`src/rtl/pipe_hazard_pkg.sv`:
```
// Shared types for the pipeline hazard controller: FSM state encoding and the zero-register index.
package pipe_hazard_pkg;

    typedef enum logic [1:0] {
        BOOT     = 2'd0,
        RUN      = 2'd1,
        MEM_WAIT = 2'd2,
        HALT     = 2'd3
    } state_t;

    localparam logic [4:0] REG_ZERO = 5'd0;

endpackage

```
`src/rtl/pipe_hazard_lu_cmp.sv`:
```
// Combinational load-use detector: a load in ID/EX whose destination feeds either source of IF/ID.
module pipe_hazard_lu_cmp
    import pipe_hazard_pkg::*;
(
    input  logic       i_idex_mem_read,
    input  logic [4:0] i_idex_rt,
    input  logic [4:0] i_ifid_rs,
    input  logic [4:0] i_ifid_rt,
    output logic       o_hazard
);

    logic [4:0] w_src [2];
    logic [1:0] w_match;

    assign w_src[0] = i_ifid_rs;
    assign w_src[1] = i_ifid_rt;

    generate
        for (genvar gi = 0; gi < 2; gi++) begin : g_src_cmp
            assign w_match[gi] = (i_idex_rt == w_src[gi]);
        end
    endgenerate

    // Register zero is hard-wired, so a load targeting it never creates a dependency.
    assign o_hazard = i_idex_mem_read && (i_idex_rt != REG_ZERO) && (|w_match);

endmodule

```
`src/rtl/pipe_hazard_ctrl.sv`:
```
// Pipeline sequencing controller: boot bubbles, load-use stall, branch flush, memory wait and watchdog halt.
// Optional performance counters are built when HAZARD_CTRL_PERF_EN is defined.
module pipe_hazard_ctrl
    import pipe_hazard_pkg::*;
#(
    parameter int unsigned STARTUP_BUBBLES = 2,
    parameter int unsigned MEM_TIMEOUT     = 255
`ifdef HAZARD_CTRL_PERF_EN
    ,
    parameter int unsigned PERF_W          = 32
`endif
) (
    input  logic             clk,
    input  logic             reset,
    input  logic             idex_MemRead,
    input  logic [4:0]       idex_rt,
    input  logic [4:0]       ifid_rs,
    input  logic [4:0]       ifid_rt,
    input  logic             ex_branch_taken,
    input  logic             mem_busy,
    output logic             pc_write,
    output logic             ifid_write,
    output logic             ifid_flush,
    output logic             idex_write,
    output logic             idex_bubble,
    output logic             exmem_write,
    output logic             err_timeout
`ifdef HAZARD_CTRL_PERF_EN
    ,
    output logic [PERF_W-1:0] perf_lu_stalls,
    output logic [PERF_W-1:0] perf_flushes,
    output logic [PERF_W-1:0] perf_mem_cycles
`endif
);

    localparam logic [3:0]  LP_BOOT_LAST = 4'(STARTUP_BUBBLES - 1);
    localparam logic [15:0] LP_TIMEOUT   = 16'(MEM_TIMEOUT);

    state_t      r_state, w_state_next;
    logic [3:0]  r_boot_cnt, w_boot_cnt_next;
    logic [15:0] r_wait_cnt, w_wait_cnt_next;
    logic        r_err_timeout, w_err_timeout_next;
    logic        w_hazard;
    logic        w_run_eval;

    pipe_hazard_lu_cmp u_lu_cmp (
        .i_idex_mem_read (idex_MemRead),
        .i_idex_rt       (idex_rt),
        .i_ifid_rs       (ifid_rs),
        .i_ifid_rt       (ifid_rt),
        .o_hazard        (w_hazard)
    );

    // RUN rules apply in RUN and in the cycle MEM_WAIT sees memory become ready.
    assign w_run_eval = (r_state == RUN) || ((r_state == MEM_WAIT) && !mem_busy);

    always_comb begin
        w_state_next       = r_state;
        w_boot_cnt_next    = r_boot_cnt;
        w_wait_cnt_next    = r_wait_cnt;
        w_err_timeout_next = r_err_timeout;
        pc_write           = 1'b1;
        ifid_write         = 1'b1;
        ifid_flush         = 1'b0;
        idex_write         = 1'b1;
        idex_bubble        = 1'b0;
        exmem_write        = 1'b1;

        case (r_state)
            BOOT: begin
                idex_bubble     = 1'b1;
                w_boot_cnt_next = r_boot_cnt + 4'd1;
                if (r_boot_cnt == LP_BOOT_LAST) begin
                    w_state_next = RUN;
                end
            end
            HALT: begin
                pc_write    = 1'b0;
                ifid_write  = 1'b0;
                idex_write  = 1'b0;
                exmem_write = 1'b0;
            end
            default: begin
                if (!w_run_eval) begin
                    pc_write    = 1'b0;
                    ifid_write  = 1'b0;
                    idex_write  = 1'b0;
                    exmem_write = 1'b0;
                    if (r_wait_cnt == LP_TIMEOUT) begin
                        w_err_timeout_next = 1'b1;
                        w_state_next       = HALT;
                    end else if (r_wait_cnt != 16'hFFFF) begin
                        w_wait_cnt_next = r_wait_cnt + 16'd1;
                    end
                end else begin
                    if (r_state == MEM_WAIT) begin
                        w_state_next    = RUN;
                        w_wait_cnt_next = '0;
                    end
                    if (mem_busy) begin
                        pc_write        = 1'b0;
                        ifid_write      = 1'b0;
                        idex_write      = 1'b0;
                        exmem_write     = 1'b0;
                        w_wait_cnt_next = 16'd1;
                        w_state_next    = MEM_WAIT;
                    end else if (ex_branch_taken) begin
                        // Flushing IF/ID and bubbling ID/EX squashes both wrong-path slots at once.
                        ifid_flush  = 1'b1;
                        idex_bubble = 1'b1;
                    end else if (w_hazard) begin
                        pc_write    = 1'b0;
                        ifid_write  = 1'b0;
                        idex_bubble = 1'b1;
                    end
                end
            end
        endcase

        if (reset) begin
            pc_write    = 1'b1;
            ifid_write  = 1'b1;
            ifid_flush  = 1'b0;
            idex_write  = 1'b1;
            idex_bubble = 1'b1;
            exmem_write = 1'b1;
        end
    end

    always_ff @(posedge clk) begin
        if (reset) begin
            r_state       <= BOOT;
            r_boot_cnt    <= '0;
            r_wait_cnt    <= '0;
            r_err_timeout <= 1'b0;
        end else begin
            r_state       <= w_state_next;
            r_boot_cnt    <= w_boot_cnt_next;
            r_wait_cnt    <= w_wait_cnt_next;
            r_err_timeout <= w_err_timeout_next;
        end
    end

    assign err_timeout = r_err_timeout;

`ifdef HAZARD_CTRL_PERF_EN
    logic              w_lu_evt, w_fl_evt, w_mem_evt;
    logic [PERF_W-1:0] r_perf_lu, r_perf_fl, r_perf_mem;

    assign w_lu_evt  = w_run_eval && !mem_busy && !ex_branch_taken && w_hazard;
    assign w_fl_evt  = w_run_eval && !mem_busy && ex_branch_taken;
    assign w_mem_evt = ((r_state == RUN) || (r_state == MEM_WAIT)) && mem_busy;

    always_ff @(posedge clk) begin
        if (reset) begin
            r_perf_lu  <= '0;
            r_perf_fl  <= '0;
            r_perf_mem <= '0;
        end else begin
            if (w_lu_evt)  r_perf_lu  <= r_perf_lu + 1'b1;
            if (w_fl_evt)  r_perf_fl  <= r_perf_fl + 1'b1;
            if (w_mem_evt) r_perf_mem <= r_perf_mem + 1'b1;
        end
    end

    assign perf_lu_stalls  = r_perf_lu;
    assign perf_flushes    = r_perf_fl;
    assign perf_mem_cycles = r_perf_mem;
`endif

endmodule
```
`config.mk`:
```
export PLATFORM = sky130hd
export DESIGN_NAME = pipe_hazard_ctrl
export DESIGN_NICKNAME = d
export VERILOG_FILES = /design/src/rtl/pipe_hazard_pkg.sv /design/src/rtl/pipe_hazard_lu_cmp.sv /design/src/rtl/pipe_hazard_ctrl.sv
export SDC_FILE = /design/constraint.sdc
export NUM_CORES = 1
export LEC_CHECK = 0
export ABC_CLOCK_PERIOD_IN_PS = 2200
export CAP_MARGIN = 15
export CORE_MARGIN = 4
export CORE_UTILIZATION = 40
export DETAILED_ROUTE_END_ITERATION = 12
export DONT_BUFFER_PORTS = 1
export GPL_TIMING_DRIVEN = 0
export SLEW_MARGIN = 25
export SYNTH_ARGS = -nofsm -noshare
export SYNTH_HDL_FRONTEND = slang
export SYNTH_SLANG_ARGS = --single-unit
```
`constraint.sdc`:
```
create_clock -name clk -period 2.2 [get_ports clk]
set_clock_uncertainty 0.2 [all_clocks]
set_input_delay 0.55 -clock clk [delete_from_list [all_inputs] [get_ports clk]]
set_output_delay 0.55 -clock clk [all_outputs]
set_load 0.005 [all_outputs]
```
### Word level (Yosys, flattened, before mapping)

Cells that the tools add are included.

| word-level totals | value |
|---|---|
| input port bits | 20 |
| bits in read-only memories | 0 |
| latch bits | 0 |
| register bits after elaboration | 23 |
| logic and storage cells | 67 |
| RAM bits | 0 |
| memories kept | 0 |

| cells by class | value |
|---|---|
| div/mod/pow operators | 0 |
| $mul | 0 |
| bitwise operators | 3 |
| mux-type cells | 32 |
| equal/unequal tests | 12 |
| reduce and logical (&&, ||, !) cells | 14 |
| $add $sub $neg | 2 |
| shifts and indexed selects | 0 |
| $lt $le $gt $ge | 0 |

Operators with widths:

| operator | count |
|---|---|
| 16-bit two-way mux | 5 |
| 1-bit two-way mux | 18 |
| 16-bit by 1-bit adder with 16-bit output, second input constant | 1 |
| 16-bit by 8-bit == test with 1-bit output, second input constant | 1 |
| 16-bit inequality test, second input constant | 1 |
| 5-bit == test | 2 |
| 2-bit two-way mux | 5 |
| 4-bit AND reduction | 2 |
| 1-bit case mux with 2 select lines | 3 |
| 5-bit nonzero test | 1 |
| 4-bit by 1-bit adder with 4-bit output, second input constant | 1 |
| 2-bit == test, second input constant | 2 |
| 4-bit by 1-bit == test with 1-bit output, second input constant | 1 |
| 2-bit inequality test, second input constant | 2 |
| 4-bit by 2-bit inequality test with 1-bit output, second input constant | 1 |
| 2-bit case mux with 2 select lines | 1 |
| 2-bit OR reduction | 2 |
| 1-bit logical AND | 3 |
| 3-bit by 2-bit inequality test with 1-bit output, second input constant | 1 |
| 1-bit inverter | 3 |
| 3-bit AND reduction | 1 |
| 3-bit nonzero test | 1 |
| 2-bit by 1-bit == test with 1-bit output, second input constant | 1 |
| 2-bit zero test | 1 |
| 3 further kinds | 3 |

### Depth between registers and ports, before layout

Gate-level depths: netlist (run 1).

| depth | value |
|---|---|
| depth after elaboration | 9 |
| mapped depth | 9 |
| depth with buffers taken out | 7 |

### Modules after synthesis

A second synthesis (run 1) with hierarchy kept.

| unflattened totals | value |
|---|---|
| cell total of the unflattened synthesis | 197 |
| area total of the unflattened synthesis | 1609.0 µm² |

Modules (own cells, without submodules):

| module | times used | area an instance (µm²) | sequential area each (µm²) | cells each |
|---|---|---|---|---|
| pipe_hazard_ctrl | 1 | 1483.9 | 460.4 | 180 |
| pipe_hazard_lu_cmp | 1 | 125.1 | 0.0 | 17 |

### Worst setup path before layout (run 1)

Ideal clock, no wire load.

| path | value |
|---|---|
| path type | input-to-output |
| start point | input port idex_rt[1] |
| end point | output port pc_write |
| stages on the path | 5 |
| data required time | 1.450 ns |
| path slack | -0.258 ns |
| data arrival time | 1.708 ns |
| buffers on the path | 1 |
| cell sequence | or4_1 -> o21a_1 -> and3b_1 -> o21ai_1 -> buf_4 |

| on the way | value |
|---|---|
| cells in the longest elaborated chain, start to end | 9 |
| elaborated cells on any way between the ends | 12 |

Ends and longest elaborated chain:

| what | line | source |
|---|---|---|
| start, declared | pipe_hazard_ctrl.sv:16 | `input logic [4:0] idex_rt,` |
| 5-bit == test or 5-bit nonzero test (tied branches) | pipe_hazard_lu_cmp.sv:20, pipe_hazard_lu_cmp.sv:25 |  |
| 2-bit OR reduction or 1-bit logical AND (tied branches) | pipe_hazard_lu_cmp.sv:25 | `assign o_hazard = i_idex_mem_read && (i_idex_rt != REG_ZERO) && (\|w_match);` |
| 1-bit logical AND * | pipe_hazard_lu_cmp.sv:25 |  |
| 1-bit two-way mux * (4 in a row) | - |  |
| 1-bit case mux with 2 select lines * | - |  |
| 1-bit two-way mux * | - |  |
| end, declared | pipe_hazard_ctrl.sv:21 | `output logic pc_write,` |

Mark *: on every way between the ends. The rest lies on a longest branch, timed or not.

### Final worst setup path (run 1)

Ends and elaborated chain as after synthesis.

==> flow_summary.json, run 1 <==
{
  "slew_violations": 0,
  "rr_worst_depth": 9,
  "grt_pass1_wl_mm": 6.610,
  "portBuffers": 0,
  "p_leak_nw": 0.6557,
  "synth-seq-area-share_pct": 28.48,
  "ys_warn_count": 0,
  "cts_inserted_buffers": 3,
  "cp.arrival_ns": 1.72,
  "min_period_ns": 2.473,
  "htree_num_levels": 1,
  "synthArstFlopShare_pct": 0,
  "timing.fmax_mhz": 404.4,
  "syn_nets": 217,
  "dr.pass1.iters": 4,
  "powerDensity_nw_per_um2": 969.3,
  "final_cell_mix": "dfxtp_1, nand2_1, nor2_1",
  "grtUsageTotal_pct": 15.48,
  "synthCells": 190,
  "drtIter0Drc": 128,
  "setup_viol_count_final": 4,
  "cts.sinks": 23,
  "whs_ns": 0.1715,
  "grt_overflow": 0,
  "synth_area_per_cell_sq_um": 8.508,
  "ir_drop_uv": 325.3,
  "fin_ws_ns": -0.2727,
  "violations": "setup timing",
  "hold_path_class": "in2reg",
  "outcome": "finished, violations left",
  "gp_congestion": 0.9037,
  "dieArea_sq_um": 5122,
  "crit_type": "in2out",
  "wirelength_mm": 4.099,
  "clk_latency_ns": 0.27,
  "post-route-util_pct": 51.29,
  "clkTransAtPathRegs_ns": 0.09,
  "drc_errors": 0,
  "die_w_um": 71.57,
  "antenna_found_initial": 0,
  "final.setup.tns_ns": -0.4837,
  "dp.final_hpwl_mm": 2.804,
  "timing_hold_violations_final": 0,
  "wl_per_cell_um": 16.46,
  "slew_headroom_pct": 65.03,
  "fillCellCount": 341,
  "grt_max_degree": 13,
  "worst_setup_path_start_kind": "primary input",
  "tightestPinTransition_ns": 0.5197,
  "placementRows": 22,
  "rsz0062_at_grt": "yes",
  "synth-edff-count": 0,
  "layout-drive-gt1-share_pct": 26.37,
  "final_common_cell": "dfxtp_1",
  "synth_cell_type_count": 53,
  "coreArea_sq_um": 3771,
  "synthFlopType": "dfxtp_1",
  "num_antenna_cells": 0,
  "worstSetupEndpointType": "primary output",
  "drv_cap": 0,
  "critPathRequiredTime_ns": 1.45,
  "syn-cell-area_sq_um": 1617,
  "synthToLayoutAreaGrowth_pct": 19.66,
  "ios": 27,
  "min_period_over_period_pct": 112.4,
  "ant_nets": 0,
  "cts_root_buf": "clkbuf_8",
  "grt_pass1_vias": 1467,
  "path_max_fanout": 3,
  "synth-seq-cells": 23,
  "vias_per_cell": 6.032,
  "cts_tree": "done",
  "hold-path-cell-count": 1,
  "chipHeight_um": 71.57,
  "initial_core_util_pct": 42.87,
  "final_net_count": 229,
  "clockBufferDepth": 2,
  "dr_total_vias": 1502
}
## worst paths after layout
check / end / slack, ns / start
hold reg to reg: err_timeout / 0.32 / err_timeout
setup / recovery: pc_write / -0.27 / idex_rt[1]
hold / removal: r_state[1] / 0.17 / reset
setup reg to reg: r_wait_cnt[7] / 0.06 / r_state[1]
## through the flow
stage	cells	power, mW	setup WS [ns]	area [sq um]
floorplan	190	1.140	-0.2208	1620
global placement	238	1.285	-0.2748	1680
detailed placement	238	1.302	-0.2990	1680
CTS	241	1.707	-0.2848	1792
global route	249	2.014	-0.3316	1934
finish	249	1.875	-0.2727	1934
## synth_stat cells, drive strengths merged, types with 3 or more instances
cell type / n / area (sq um)
a21oi: 7 / 35.03
xnor2: 11 / 96.34
o21ai: 6 / 30.03
nand2: 17 / 63.81
nand3: 12 / 60.06
a211oi: 4 / 30.03
inv: 6 / 22.52
o31ai: 8 / 60.06
ha: 7 / 87.58
and3: 4 / 25.02
nand4: 6 / 65.06
nor3: 4 / 31.28
buf: 8 / 63.80
clkbuf: 3 / 11.26
and2: 3 / 18.77
nor2: 17 / 66.32
nor3b: 3 / 27.52
o311ai: 10 / 87.59
dfxtp: 23 / 460.4
## cell families (layout without fill, tap and decap cells)
family,count (synthesis),in the layout,synth area share (%)
simple gates,79,79,28.48
compound gates,51,51,24.54
buf+inv,17,28,6.036
flops,23,23,28.48
xor+xnor,13,13,7.043
fa+ha+maj,7,7,5.418
## critical path: stages
cell and delay (ns):
or4_4 0.51, o21a_1 0.20, and3b_1 0.19, o21ai_2 0.15, buf_4 0.13
## registers in the layout, indices dropped and copies added (netlist names)
| name | cells |
|---|---|
| err_timeout | 1 |
| r_boot_cnt | 4 |
| r_state | 2 |
| r_wait_cnt | 16 |
## what timing repair did
action / 4_1_cts / 5_1_grt
hold buffers: 0 / 0
pin swaps: 5 / 13
setup buffers: 0 / 9
endpoints found under the setup margin: 19 / 21
resized for setup: 22 / 23
## per-layer routing
metal	routed length, um	share of wire (%)	vias up	global-route usage (%)
met5	0	0	-	0
met4	48	1.2	0	2.088
met3	247	6.0	5	2.384
met2	1998	49	50	25.51
met1	1804	44	700	21.80
li1	-	-	747	-
## layout make-up
| class | count | area [sq um] | area share (%) |
|---|---|---|---|
| well taps | 48 | 60.06 | 3.105 |
| multi-input cells | 150 | 1184 | 61.19 |
| plain buffers | 9 | 72.57 | 3.752 |
| inverters | 6 | 32.53 | 1.682 |
| repair buffers | 9 | 71.32 | 3.687 |
| clock buffers | 4 | 45.04 | 2.329 |
| flip-flops and latches | 23 | 469.2 | 24.26 |
## where the power goes
group,leakage [nW],switching [mW],internal (mW)
Clock,0.0228,0.145,0.130
Combinational,0.445,0.569,0.491
Sequential,0.188,0.0654,0.475
No activity file was read; power rests on OpenSTA's default activity.
==> inputs of run 2 (changes only) <==
--- a/config.mk
+++ b/config.mk
@@ -9,6 +9,7 @@
 export CAP_MARGIN = 15
 export CORE_MARGIN = 4
 export CORE_UTILIZATION = 40
+export CTS_BUF_LIST = sky130_fd_sc_hd__clkbuf_4
 export DETAILED_ROUTE_END_ITERATION = 12
 export DONT_BUFFER_PORTS = 1
 export GPL_TIMING_DRIVEN = 0
==> run 2 against run 1 <==
Against the previous run: the run still ends with setup timing left; design area up 6.2%; via count up 4.3%; die area unchanged; sequential power down 0.7%; non-clock buffer count up 7; maximum frequency down 0.12%; global-route usage up 0.72 points; setup slack worse by 0.0031 ns; critical path depth unchanged; largest power group unchanged.
==> flow_summary.json, run 2 (synthesized netlist as in run 1, its figures left out) <==
{
  "wl_per_cell_um": 17.23,
  "crit_buf_inv": 1,
  "coreArea_sq_um": 3771,
  "dr_total_vias": 1567,
  "pre_cts_slack_ns": -0.2990,
  "top_register": "r_wait_cnt",
  "violations": "setup timing",
  "grt_pass1_wl_mm": 6.851,
  "layout-drive-gt1-share_pct": 32.69,
  "antenna_found_initial": 0,
  "worstSetupEndpointType": "primary output",
  "cts.sinks": 23,
  "clockBufferDepth": 2,
  "p_leak_nw": 0.6976,
  "rsz0062_at_grt": "yes",
  "clkTransAtPathRegs_ns": 0.13,
  "grt_overflow": 0,
  "path_max_fanout": 3,
  "grtUsageTotal_pct": 16.20,
  "cp_slowest_cell": "or4_4",
  "tightestPinTransition_ns": 0.7008,
  "gp_congestion": 0.9037,
  "cts_tree": "done",
  "slew_violations": 0,
  "hold_path_class": "in2reg",
  "cts_inserted_buffers": 3,
  "dpl.cell_count": 238,
  "final_common_cell": "dfxtp_1",
  "dp.final_hpwl_mm": 2.804,
  "ios": 27,
  "critPathRequiredTime_ns": 1.45,
  "largest_registers": "r_wait_cnt: 16 flops, r_boot_cnt: 4 flops, r_state: 2 flops",
  "cts_root_buf": "clkbuf_4",
  "num_antenna_cells": 0,
  "setup_viol_count_final": 4,
  "timing.fmax_mhz": 403.9,
  "dr.pass1.iters": 5,
  "slew_headroom_pct": 53.28,
  "min_period_ns": 2.476,
  "worst_setup_path_start_kind": "primary input",
  "synthToLayoutAreaGrowth_pct": 27.09,
  "grt_max_degree": 13,
  "chipHeight_um": 71.57,
  "ant_nets": 0,
  "portBuffers": 0,
  "final_cell_mix": "dfxtp_1, nand2_1, buf_4",
  "initial_core_util_pct": 42.87,
  "placementRows": 22,
  "die_w_um": 71.57,
  "final.setup.tns_ns": -0.5014,
  "ir_drop_uv": 408.9,
  "largest_register_ffs": 16,
  "critPathTopFamily": "simple AND/OR/NAND/NOR gates",
  "drc_errors": 0,
  "drtIter0Drc": 151,
  "critPathMaxStageDelay_ns": 0.51,
  "htree_num_levels": 1,
  "min_period_over_period_pct": 112.5,
  "final_net_count": 236,
  "clk_latency_ns": 0.32,
  "final_cells": 256,
  "cp.arrival_ns": 1.73,
  "grt_pass1_vias": 1514,
  "vias_per_cell": 6.121,
  "fillCellCount": 327,
  "fin_ws_ns": -0.2758,
  "dieArea_sq_um": 5122,
  "wirelength_mm": 4.412,
  "crit_type": "in2out",
  "drv_cap": 0,
  "outcome": "finished, violations left",
  "timing_hold_violations_final": 0,
  "powerDensity_nw_per_um2": 978.3,
  "holdBufCountCts": 0,
  "cp_cell_sequence": "or4_4 -> o21a_1 -> and3b_1 -> o21ai_2 -> buf_4",
  "whs_ns": 0.1128
}
-- run 2: where the power goes --
group | switching [mW] | total (mW) | internal [mW]
clock | 0.137 | 0.220 | 0.0833
combinational | 0.673 | 1.25 | 0.579
sequential | 0.0607 | 0.537 | 0.476
total | 0.871 | 2.01 | 1.14
-- run 2: per-layer routing --
metal / global-route usage, % / share of wire [%] / routed length (um)
met5: 0 / 0 / 0
met4: 3.132 / 1.5 / 64
met3: 2.665 / 7.0 / 311
met2: 27.24 / 49 / 2148
met1: 21.86 / 43 / 1887
-- run 2: what timing repair did --
action                                  in CTS  in global routing
endpoints found under the setup margin      19                 23
setup buffers                                8                  6
pin swaps                                    4                  7
resized for setup                           26                 33
cloned                                       0                  1
-- run 2: worst register-to-register path, stage by stage, from the launching register on --
cell and delay [ns]:
dfxtp_4 0.40, inv_6 0.05, ha_4 0.29, buf_4 0.11, buf_4 0.12, o21ai_1 0.11, o21bai_4 0.22, buf_6 0.17
o311ai_2 0.29, o31ai_1 0.12
-- run 2: final timing paths --
check           startpoint            end  slack [ns]  depth (start not counted)
min                  reset     r_state[1]        0.11                          1
max reg2reg     r_state[0]  r_wait_cnt[6]        0.02                          9
max             idex_rt[1]       pc_write       -0.28                          5
min reg2reg  r_wait_cnt[1]  r_wait_cnt[1]        0.32                          2
-- run 2: layout make-up --
cell class                 instances  area (sq um)  area share [%]
multi-input combinational        150          1262           61.45
sequential                        23         470.5           22.90
timing repair buffer              15         117.6           5.725
buffer                            10         81.33           3.959
tap                               48         60.06           2.923
inverter                           6         32.53           1.583
clock buffer                       4         30.03           1.462
-- run 2: metrics by stage --
stage               util [%]  power [mW]  area (sq um)
global placement       44.56       1.285          1680
global route           54.48       2.146          2054
detailed placement     44.56       1.302          1680
finish                 54.48       2.010          2054
floorplan                  -       1.140          1620
CTS                    49.24       1.755          1857
==> inputs of run 3 (changes only) <==
--- a/config.mk
+++ b/config.mk
@@ -13,6 +13,7 @@
 export DETAILED_ROUTE_END_ITERATION = 12
 export DONT_BUFFER_PORTS = 1
 export GPL_TIMING_DRIVEN = 0
+export HOLD_SLACK_MARGIN = 0.05
 export SLEW_MARGIN = 25
 export SYNTH_ARGS = -nofsm -noshare
 export SYNTH_HDL_FRONTEND = slang
==> results of run 3 <==
Same layout as run 2: the final DEF is identical, and so are final timing and power.
